--- src/rtl/msk_data_unloader_pkg.sv ---
//============================================================================
// Module   : msk_data_unloader_pkg
// Purpose  : Shared types and helpers for the masked parallel-in/serial-out unloader.
// Revision : 1.0 - initial release
//============================================================================
`default_nettype none

package msk_data_unloader_pkg;

    typedef enum logic [0:0] {
        IDLE = 1'b0,
        SEND = 1'b1
    } state_t;

    function automatic int nstages(input int bits, input int rate);
        return bits / rate;
    endfunction

    // Counter needs at least one bit even for a single-stage configuration
    function automatic int cnt_width(input int n);
        return (n > 1) ? $clog2(n) : 1;
    endfunction

    // shbus layout: bit k of share i lives at k*d+i
    function automatic int shbus_idx(input int k, input int i, input int d);
        return k * d + i;
    endfunction

endpackage

`default_nettype wire

--- src/rtl/msk_data_unloader_if.sv ---
//============================================================================
// Module   : msk_data_unloader_if
// Purpose  : Capture handshake plus chunk stream of the masked data unloader.
// Revision : 1.0 - initial release
//============================================================================
`default_nettype none

interface msk_data_unloader_if #(
    parameter int D          = 2,
    parameter int BITS       = 256,
    parameter int RFRSH_RATE = 16
);
    logic [D*BITS-1:0]       sh_data_in;
    logic                    in_valid;
    logic                    in_ready;
    logic [D*RFRSH_RATE-1:0] sh_chunk_out;
    logic                    out_valid;
    logic                    out_ready;

    modport master (
        output sh_data_in, in_valid, out_ready,
        input  in_ready, sh_chunk_out, out_valid
    );

    modport slave (
        input  sh_data_in, in_valid, out_ready,
        output in_ready, sh_chunk_out, out_valid
    );
endinterface

`default_nettype wire

--- src/rtl/msk_data_unloader_ctrl.sv ---
//============================================================================
// Module   : msk_data_unloader_ctrl
// Purpose  : IDLE/SEND sequencer and chunk counter for the masked unloader.
// Revision : 1.0 - initial release
//============================================================================
`default_nettype none

module msk_data_unloader_ctrl
    import msk_data_unloader_pkg::*;
#(
    parameter int NSTAGES = 16,
    parameter int CNT_W   = 4
) (
    input  logic clk,
    input  logic nrst,
    input  logic in_valid,
    input  logic out_ready,
    output logic in_ready,
    output logic out_valid,
    output logic capture_en,
    output logic shift_en
);

    state_t             r_state;
    state_t             w_state_n;
    logic [CNT_W-1:0]   r_cnt;
    logic [CNT_W-1:0]   w_cnt_n;

    always_ff @(posedge clk) begin
        if (!nrst) begin
            r_state <= IDLE;
            r_cnt   <= '0;
        end else begin
            r_state <= w_state_n;
            r_cnt   <= w_cnt_n;
        end
    end

    always_comb begin
        w_state_n  = r_state;
        w_cnt_n    = r_cnt;
        in_ready   = (r_state == IDLE);
        out_valid  = (r_state == SEND);
        capture_en = 1'b0;
        shift_en   = 1'b0;
        case (r_state)
            IDLE: begin
                if (in_valid) begin
                    capture_en = 1'b1;
                    w_cnt_n    = '0;
                    w_state_n  = SEND;
                end
            end
            SEND: begin
                if (out_ready) begin
                    shift_en = 1'b1;
                    if (r_cnt == CNT_W'(NSTAGES - 1)) begin
                        w_state_n = IDLE;
                        w_cnt_n   = '0;
                    end else begin
                        w_cnt_n   = r_cnt + CNT_W'(1);
                    end
                end
            end
            default: w_state_n = IDLE;
        endcase
    end

endmodule

`default_nettype wire

--- src/rtl/msk_data_unloader.sv ---
//============================================================================
// Module   : msk_data_unloader
// Purpose  : Captures a d-share sharing and streams it out LSB chunk first.
//            Optional refresh of stage 0 when MSK_UNLOADER_RFRSH_EN is defined.
// Revision : 1.0 - initial release
//============================================================================
`default_nettype none

module msk_data_unloader
    import msk_data_unloader_pkg::*;
#(
    parameter int D          = 2,
    parameter int BITS       = 256,
    parameter int RFRSH_RATE = 16
) (
    input  logic                          clk,
    input  logic                          nrst,
`ifdef MSK_UNLOADER_RFRSH_EN
    input  logic [(D-1)*RFRSH_RATE-1:0]   rnd_rfrsh_in,
`endif
    msk_data_unloader_if.slave            bus
);

    localparam int NSTAGES = nstages(BITS, RFRSH_RATE);
    localparam int CNT_W   = cnt_width(NSTAGES);

    logic w_capture_en;
    logic w_shift_en;

    msk_data_unloader_ctrl #(
        .NSTAGES (NSTAGES),
        .CNT_W   (CNT_W)
    ) u_ctrl (
        .clk        (clk),
        .nrst       (nrst),
        .in_valid   (bus.in_valid),
        .out_ready  (bus.out_ready),
        .in_ready   (bus.in_ready),
        .out_valid  (bus.out_valid),
        .capture_en (w_capture_en),
        .shift_en   (w_shift_en)
    );

`ifdef MSK_UNLOADER_RFRSH_EN
    // Last share absorbs the XOR of all masks so the unmasked value is kept
    logic [RFRSH_RATE-1:0] w_rnd_sum;
    always_comb begin
        w_rnd_sum = '0;
        for (int s = 0; s < D - 1; s++)
            w_rnd_sum = w_rnd_sum ^ rnd_rfrsh_in[s*RFRSH_RATE +: RFRSH_RATE];
    end
`endif

    for (genvar i = 0; i < D; i++) begin : g_share
        logic [BITS-1:0]       w_share;
        logic [RFRSH_RATE-1:0] w_pre0;
        logic [RFRSH_RATE-1:0] w_post0;
        logic [RFRSH_RATE-1:0] r_stage [NSTAGES];

        for (genvar k = 0; k < BITS; k++) begin : g_bit
            assign w_share[k] = bus.sh_data_in[shbus_idx(k, i, D)];
        end

        if (NSTAGES > 1) begin : g_next
            assign w_pre0 = w_capture_en ? w_share[RFRSH_RATE-1:0] : r_stage[1];
        end else begin : g_single
            assign w_pre0 = w_share[RFRSH_RATE-1:0];
        end

`ifdef MSK_UNLOADER_RFRSH_EN
        if (i < D - 1) begin : g_rfrsh_mask
            assign w_post0 = w_pre0 ^ rnd_rfrsh_in[i*RFRSH_RATE +: RFRSH_RATE];
        end else begin : g_rfrsh_sum
            assign w_post0 = w_pre0 ^ w_rnd_sum;
        end
`else
        assign w_post0 = w_pre0;
`endif

        always_ff @(posedge clk) begin
            if (w_capture_en || w_shift_en)
                r_stage[0] <= w_post0;
            if (w_capture_en) begin
                for (int j = 1; j < NSTAGES; j++)
                    r_stage[j] <= w_share[j*RFRSH_RATE +: RFRSH_RATE];
            end else if (w_shift_en) begin
                for (int j = 1; j < NSTAGES - 1; j++)
                    r_stage[j] <= r_stage[j+1];
            end
        end

        for (genvar b = 0; b < RFRSH_RATE; b++) begin : g_out
            assign bus.sh_chunk_out[shbus_idx(b, i, D)] = r_stage[0][b];
        end
    end

endmodule

`default_nettype wire
--- src/flat_wrapper.sv ---
// flat-port wrapper written by rule: the top's interface ports become plain ports
module msk_data_unloader_flat import msk_data_unloader_pkg::*;
#(
    parameter int D          = 2,
    parameter int BITS       = 256,
    parameter int RFRSH_RATE = 16
)
  (clk, nrst, bus_sh_data_in, bus_in_valid, bus_out_ready, bus_in_ready, bus_sh_chunk_out, bus_out_valid);
  msk_data_unloader_if #(.D(D), .BITS(BITS), .RFRSH_RATE(RFRSH_RATE)) bus_i ();
  input  logic clk;
  input  logic nrst;
  input wire logic [$bits(bus_i.sh_data_in)-1:0] bus_sh_data_in;
  input wire logic [$bits(bus_i.in_valid)-1:0] bus_in_valid;
  input wire logic [$bits(bus_i.out_ready)-1:0] bus_out_ready;
  output wire logic [$bits(bus_i.in_ready)-1:0] bus_in_ready;
  output wire logic [$bits(bus_i.sh_chunk_out)-1:0] bus_sh_chunk_out;
  output wire logic [$bits(bus_i.out_valid)-1:0] bus_out_valid;
  assign bus_i.sh_data_in = bus_sh_data_in;
  assign bus_i.in_valid = bus_in_valid;
  assign bus_i.out_ready = bus_out_ready;
  assign bus_in_ready = bus_i.in_ready;
  assign bus_sh_chunk_out = bus_i.sh_chunk_out;
  assign bus_out_valid = bus_i.out_valid;
  msk_data_unloader #(.D(D), .BITS(BITS), .RFRSH_RATE(RFRSH_RATE)) u_core (.clk(clk), .nrst(nrst), .bus(bus_i));
endmodule
--- config.mk ---
export PLATFORM = sky130hd
export DESIGN_NAME = msk_data_unloader_flat
export DESIGN_NICKNAME = d
export VERILOG_FILES = /design/src/rtl/msk_data_unloader_pkg.sv /design/src/rtl/msk_data_unloader_if.sv /design/src/rtl/msk_data_unloader_ctrl.sv /design/src/rtl/msk_data_unloader.sv /design/src/flat_wrapper.sv
export SDC_FILE = /design/constraint.sdc
export NUM_CORES = 1
export LEC_CHECK = 0
export ABC_AREA = 1
export CAP_MARGIN = 10
export CORE_ASPECT_RATIO = 1.5
export CORE_MARGIN = 2
export CORE_UTILIZATION = 50
export DETAILED_ROUTE_END_ITERATION = 7
export PLACE_DENSITY = 0.81
export SETUP_SLACK_MARGIN = 0.4
export SLEW_MARGIN = 10
export SYNTH_ARGS = -nofsm -noshare
export SYNTH_HDL_FRONTEND = slang
export SYNTH_HIERARCHICAL = 1
export SYNTH_SLANG_ARGS = --single-unit
--- constraint.sdc ---
create_clock -name clk -period 13.4 [get_ports clk]
set_input_delay 2.68 -clock clk [delete_from_list [all_inputs] [get_ports clk]]
set_output_delay 2.68 -clock clk [all_outputs]
set_load 0.1 [all_outputs]
# --- After elaboration in Yosys (flattened, before gate mapping) ---
# Memories as Yosys holds them, arrays and structs flattened.
# Index checks and enable logic that the tools add are counted.
classes:
  add_sub_neg: 1
  eq_ne: 3
  muxes: 48
  bitwise: 29
  reduce_logical: 2
ops:
  columns: ["cell", "n"]
  rows:
  - ["2-to-1 mux 16 bit", 30]
  - ["OR 1 bit", 28]
  - ["2-to-1 mux 1 bit", 13]
  - ["2-to-1 mux 4 bit", 3]
  - ["case mux 4 bit (2 select lines)", 1]
  - ["adder 4 x 1 -> 4 bit (second input constant)", 1]
  - ["equality test 4 bit (second input constant)", 1]
  - ["!= test 2 bit (second input constant)", 2]
  - ["case mux 1 bit (2 select lines)", 1]
  - ["AND reduction 2 bit", 1]
  - ["logical OR 1 bit", 1]
  - ["inverter 1 bit", 1]
totals:
  register_bits: 5
  mem_bits_rw: 512
  input_bits: 516
  output_inout_bits: 34
  word_cells: 87
  n_memories: 2
memory_table:
  columns: ["memory", "depth", "word_bits", "rd", "rd_clocked_by_memory_dff", "write_ports", "line", "rtl"]
  rows:
  - ["u_core.g_share[0].r_stage", 16, 16, 16, 0, 16, "msk_data_unloader.sv:58", "logic [RFRSH_RATE-1:0] r_stage [NSTAGES];"]
  - ["u_core.g_share[1].r_stage", 16, 16, 16, 0, 16, "msk_data_unloader.sv:58", null]

# --- Longest topological paths before layout ---
depth:
  depth_word: 6
  depth_mapped: 10
  ltp_nobuf: 7

# --- Hierarchy ---
# Netlist, hierarchy kept.
modules_own_cells:
  columns: ["mod", "instances", "cells_each", "area_each_um2", "seq_area_each_um2"]
  rows:
  - ["msk_data_unloader", 1, 2125, 22196.3, 15374.7]
  - ["msk_data_unloader_ctrl", 1, 35, 271.5, 100.1]

# --- Least setup slack after synthesis ---
# No wires, ideal clock.
synth_timing:
  path_kind: "input to register"
  start: "in bus_in_valid"
  end: "mem u_core.g_share[0].r_stage[0][0] (enable)"
  setup_time_ns: 0.647
  arrival_ns: 9.631
  path_slack_ns: 3.121
  path_stages: 5
  path_buffers: 2
  path_cell_list: "nand2_4 -> inv_1 -> buf_2 -> buf_2 -> or2_2"
synth_lines:
  columns: ["item", "line", "rtl"]
  rows:
  - ["start: declaration", "flat_wrapper.sv:13", "input wire logic [$bits(bus_i.in_valid)-1:0] bus_in_valid;"]
  - ["end: declaration", "msk_data_unloader.sv:58", null]

==> summary.md <==
| Metric | Value |
|---|---|
| Status | finished clean |
| Main flop type after synthesis | edfxtp_1 |
| Switch Pwr | 0.000933 W |
| Yosys top cell by area | edfxtp_1 |
| Worst VDD drop | 0.120 mV |
| Internal power | 0.00297 W |
| Final Setup Violations | 0 |
| Gr ovfl total | 0 |
| Pleak | 12.2 nW |
| Gp weighted congestion | 0.867 |
| Fmax | 174 MHz |
| Mux share of post-synthesis cell area | 0% |
| Finished Cell Area | 0.0294 mm^2 |
| H-tree levels | 2 |
| Total Wirelength | 58500 um |
| Sink Count | 517 |
| Synth cell types | 23 |
| Clock period minus worst slack | 5.76 ns |
| Crit-path max cell delay | 0.77 ns |
| Synth Instances | 2160 |
| Quantity of gates resized following cts | 0 |
| CTS Hold Bufs | 0 |
| Die footprint | 0.0467 mm^2 |
| Area growth, synth to finish | 30.7% |
| RSZ-0062 raised after global routing | false |
| Clock-pin slew on the worst setup and hold paths | 0.06 ns |
| DR WL/cell | 18.2 um |
| Synth Area in Adders | 0.0557% |
| Max-slew violation count | 0 |
| Layout cells sized above 1 | 3.45% |
| EDFF count, synth | 512 |
| Setup TNS | 0 ns |
| Max cap viols | 0 |
| Pwr Density | 133 mW/mm^2 |
| Grt met3 use | 7.94% |
| Mean post-synth cell area | 10.4 um^2 |
| Cell row count | 95 |
| Synth Cell Area | 0.0225 mm^2 |
| HP Class | reg2reg |
| WP buf/inv | 4 |
| Synthesis-stage register bit count | 517 |
| First-pass DRT Iterations | 7 |
| Combinational power share | 13.4% |
| Longest Clk Path Bufs | 3 |
| Total CTS buffers | 48 |
| DRT iter0 DRCs | 1575 |
| Hpwl dp | 38700 um |
| Reg2Reg Setup Slack | 9.83 ns |
| Final worst slack | 7.64 ns |
| Net Sw Frac | 23.9% |
| Syn nets | 2677 |
| Total core area | 0.0446 mm^2 |
| Post-Synth Simple-Gate Area | 26.2% |
| Final Util | 65.9% |
| Final net count | 3117 |
| Post-synth top area share | 68.4% |
| Critical Path Sink Type | flip-flop |
| Die Span X | 177 um |
| Worst Path Arrival | 5.93 ns |
| ANT nets after route | 0 |
| Worst slew pin tran | 1.25 ns |
| Clk_skew | 0.0131 ns |
| CP startpoint kind | primary input |
| Req. time, crit path | 13.57 ns |
| Clock power share | 35.0% |
| CP max FO | 203 |
| Drt via density | 5.21 |
| Synth warn | 6 |
| Clock Latency Late Sink | 0.56 ns |
| Cell Area, Placed | 0.0278 mm^2 |
| Setup WS pre-CTS | 7.19 ns |
| Largest net degree at the start of global routing | 223 |
| Routing usage on met1 | 27.4% |
| Via count | 16787 |
| Vias in the first global route | 16841 |
| Relative slew margins | 16.9% |
| Met2 usage | 42.1% |
| GR Util All Layers | 24.2% |
| Crit-path slowest cell | buf_12 |
| CTS tree | yes |
| Area contributors post-synth | edfxtp_1, nand2_1, nand3_1, buf_4, buf_2 |
| Seq/Total Area, Yosys | 68.9% |
| First-pass GRT wire length | 87600 um |
| Min Hold Slack | 0.507 ns |
| Starting Density | 50.4% |
| Final Hold Vio Count | 0 |
| Delay-heaviest family, CP | buffers and inverters |
| Tcrit/Tclk final | 43.0% |
| Crit-path most repeated cell | buf_12 |
| Remaining DRCs | 0 |
| Num ports | 550 |
| Initial antenna violation count | 8 |
| Die Ht | 264 um |
| Post-CTS Setup Repair Bufs | 0 |
| Port Buf Inserts | 549 |
| Asr flop ratio synth | 0% |
| Critical path type | in2reg |
| Xor-xnor portion of the synthesized cell area | 0% |
| Complex-gate fraction of the synthesized area | 0.178% |
| Busiest grt layer | met2 |
| Cell Chain, Critical Path | clkdlybuf4s50_1 > nand2_2 > inv_8 > or2_4 > buf_12 > buf_12 |
| Clock root buffer | clkbuf_16 |
| Sequential power share | 51.5% |
| Main combinational cell family by area after synthesis | simple AND/OR/NAND/NOR gates |
[layer usage]
metal,part of all wire [%],up-vias
met5,0.039,-
met4,3.3,4
met3,11,114
met2,50,757
met1,36,7837
li1,-,8075
[power groups by stage]
stage	clock network, W	registers (W)	logic (W)
2_1_floorplan	0	0.00206	0.000304
3_3_place_gp	0	0.00204	0.000510
3_5_place_dp	0	0.00205	0.000523
4_1_cts	0.00139	0.00201	0.000527
5_1_grt	0.00145	0.00202	0.000570
6_report	0.00137	0.00201	0.000524
[worst paths after layout]
check | startpoint | end | cells after the start
worst max-delay path | bus_out_ready | u_core/g_share[1].r_stage[3][3] | 6
worst min-delay path | u_core/g_share[0].r_stage[1][87] | u_core/g_share[0].r_stage[1][71] | 2
worst max register to register | u_core/u_ctrl/out_valid | u_core/g_share[1].r_stage[3][3] | 5
worst min register to register | u_core/g_share[0].r_stage[1][87] | u_core/g_share[0].r_stage[1][71] | 2
[tightest hold or removal path, stage by stage (launching register included)]
cell      delay, ns
edfxtp_1       0.32
nand2_1        0.05
nand2_1        0.04
[logic make-up (layout without fill, tap and decap cells)]
logic type	after synthesis	in the layout
fa+ha+maj	1	1
simple gates	1459	1459
other cells	0	7
compound gates	6	6
flops	517	517
buf+inv	177	651
[cells in the mapped netlist, types with 2 or more instances]
cell type  instances
inv_1              4
buf_2             71
buf_6             14
edfxtp_1         512
nand2_4            2
nand2_2            3
buf_1              4
dfxtp_1            5
buf_4             54
nand3_1          294
nor2_1             3
nand2_1         1154
clkbuf_1          27
inv_2              2
a21oi_2            2
a21oi_1            2
[metrics by stage]
| stage | power (W) | std cells |
|---|---|---|
| floorplan | 0.00236 | 2160 |
| global placement | 0.00255 | 3132 |
| detailed placement | 0.00257 | 3132 |
| CTS | 0.00393 | 3216 |
| global route | 0.00404 | 3221 |
| finish | 0.00390 | 3223 |
[flip-flops by register name, indices dropped and copies added, names as in the netlist]
| register | count |
|---|---|
| u_core/u_ctrl/out_valid | 1 |
| u_core/u_ctrl/r_cnt | 4 |
| u_core/g_share.r_stage | 512 |
[cells in the final DEF, fill, tap and decap left out, types with 4 or more instances in the layout]
cell type / instances
clkdlybuf4s50_1: 549
clkbuf_1: 10
edfxtp_1: 512
clkinvlp_4: 4
bufinv_16: 6
dfxtp_1: 5
nand2_1: 1154
buf_4: 8
clkinv_2: 7
nand3_1: 294
diode_2: 7
clkbuf_16: 49
clkinv_1: 7
[cell type report]
cell class / instances / area (um^2)
flip-flops and latches: 517 / 15500
fillers: 3227 / 15200
multi-input cells: 1466 / 5940
repair buffers: 560 / 5620
clock buffers: 59 / 1260
well taps: 582 / 728
clock inverters: 25 / 280
inverters: 7 / 46.3
diodes: 7 / 17.5
No activity file was read; power rests on OpenSTA's default activity.
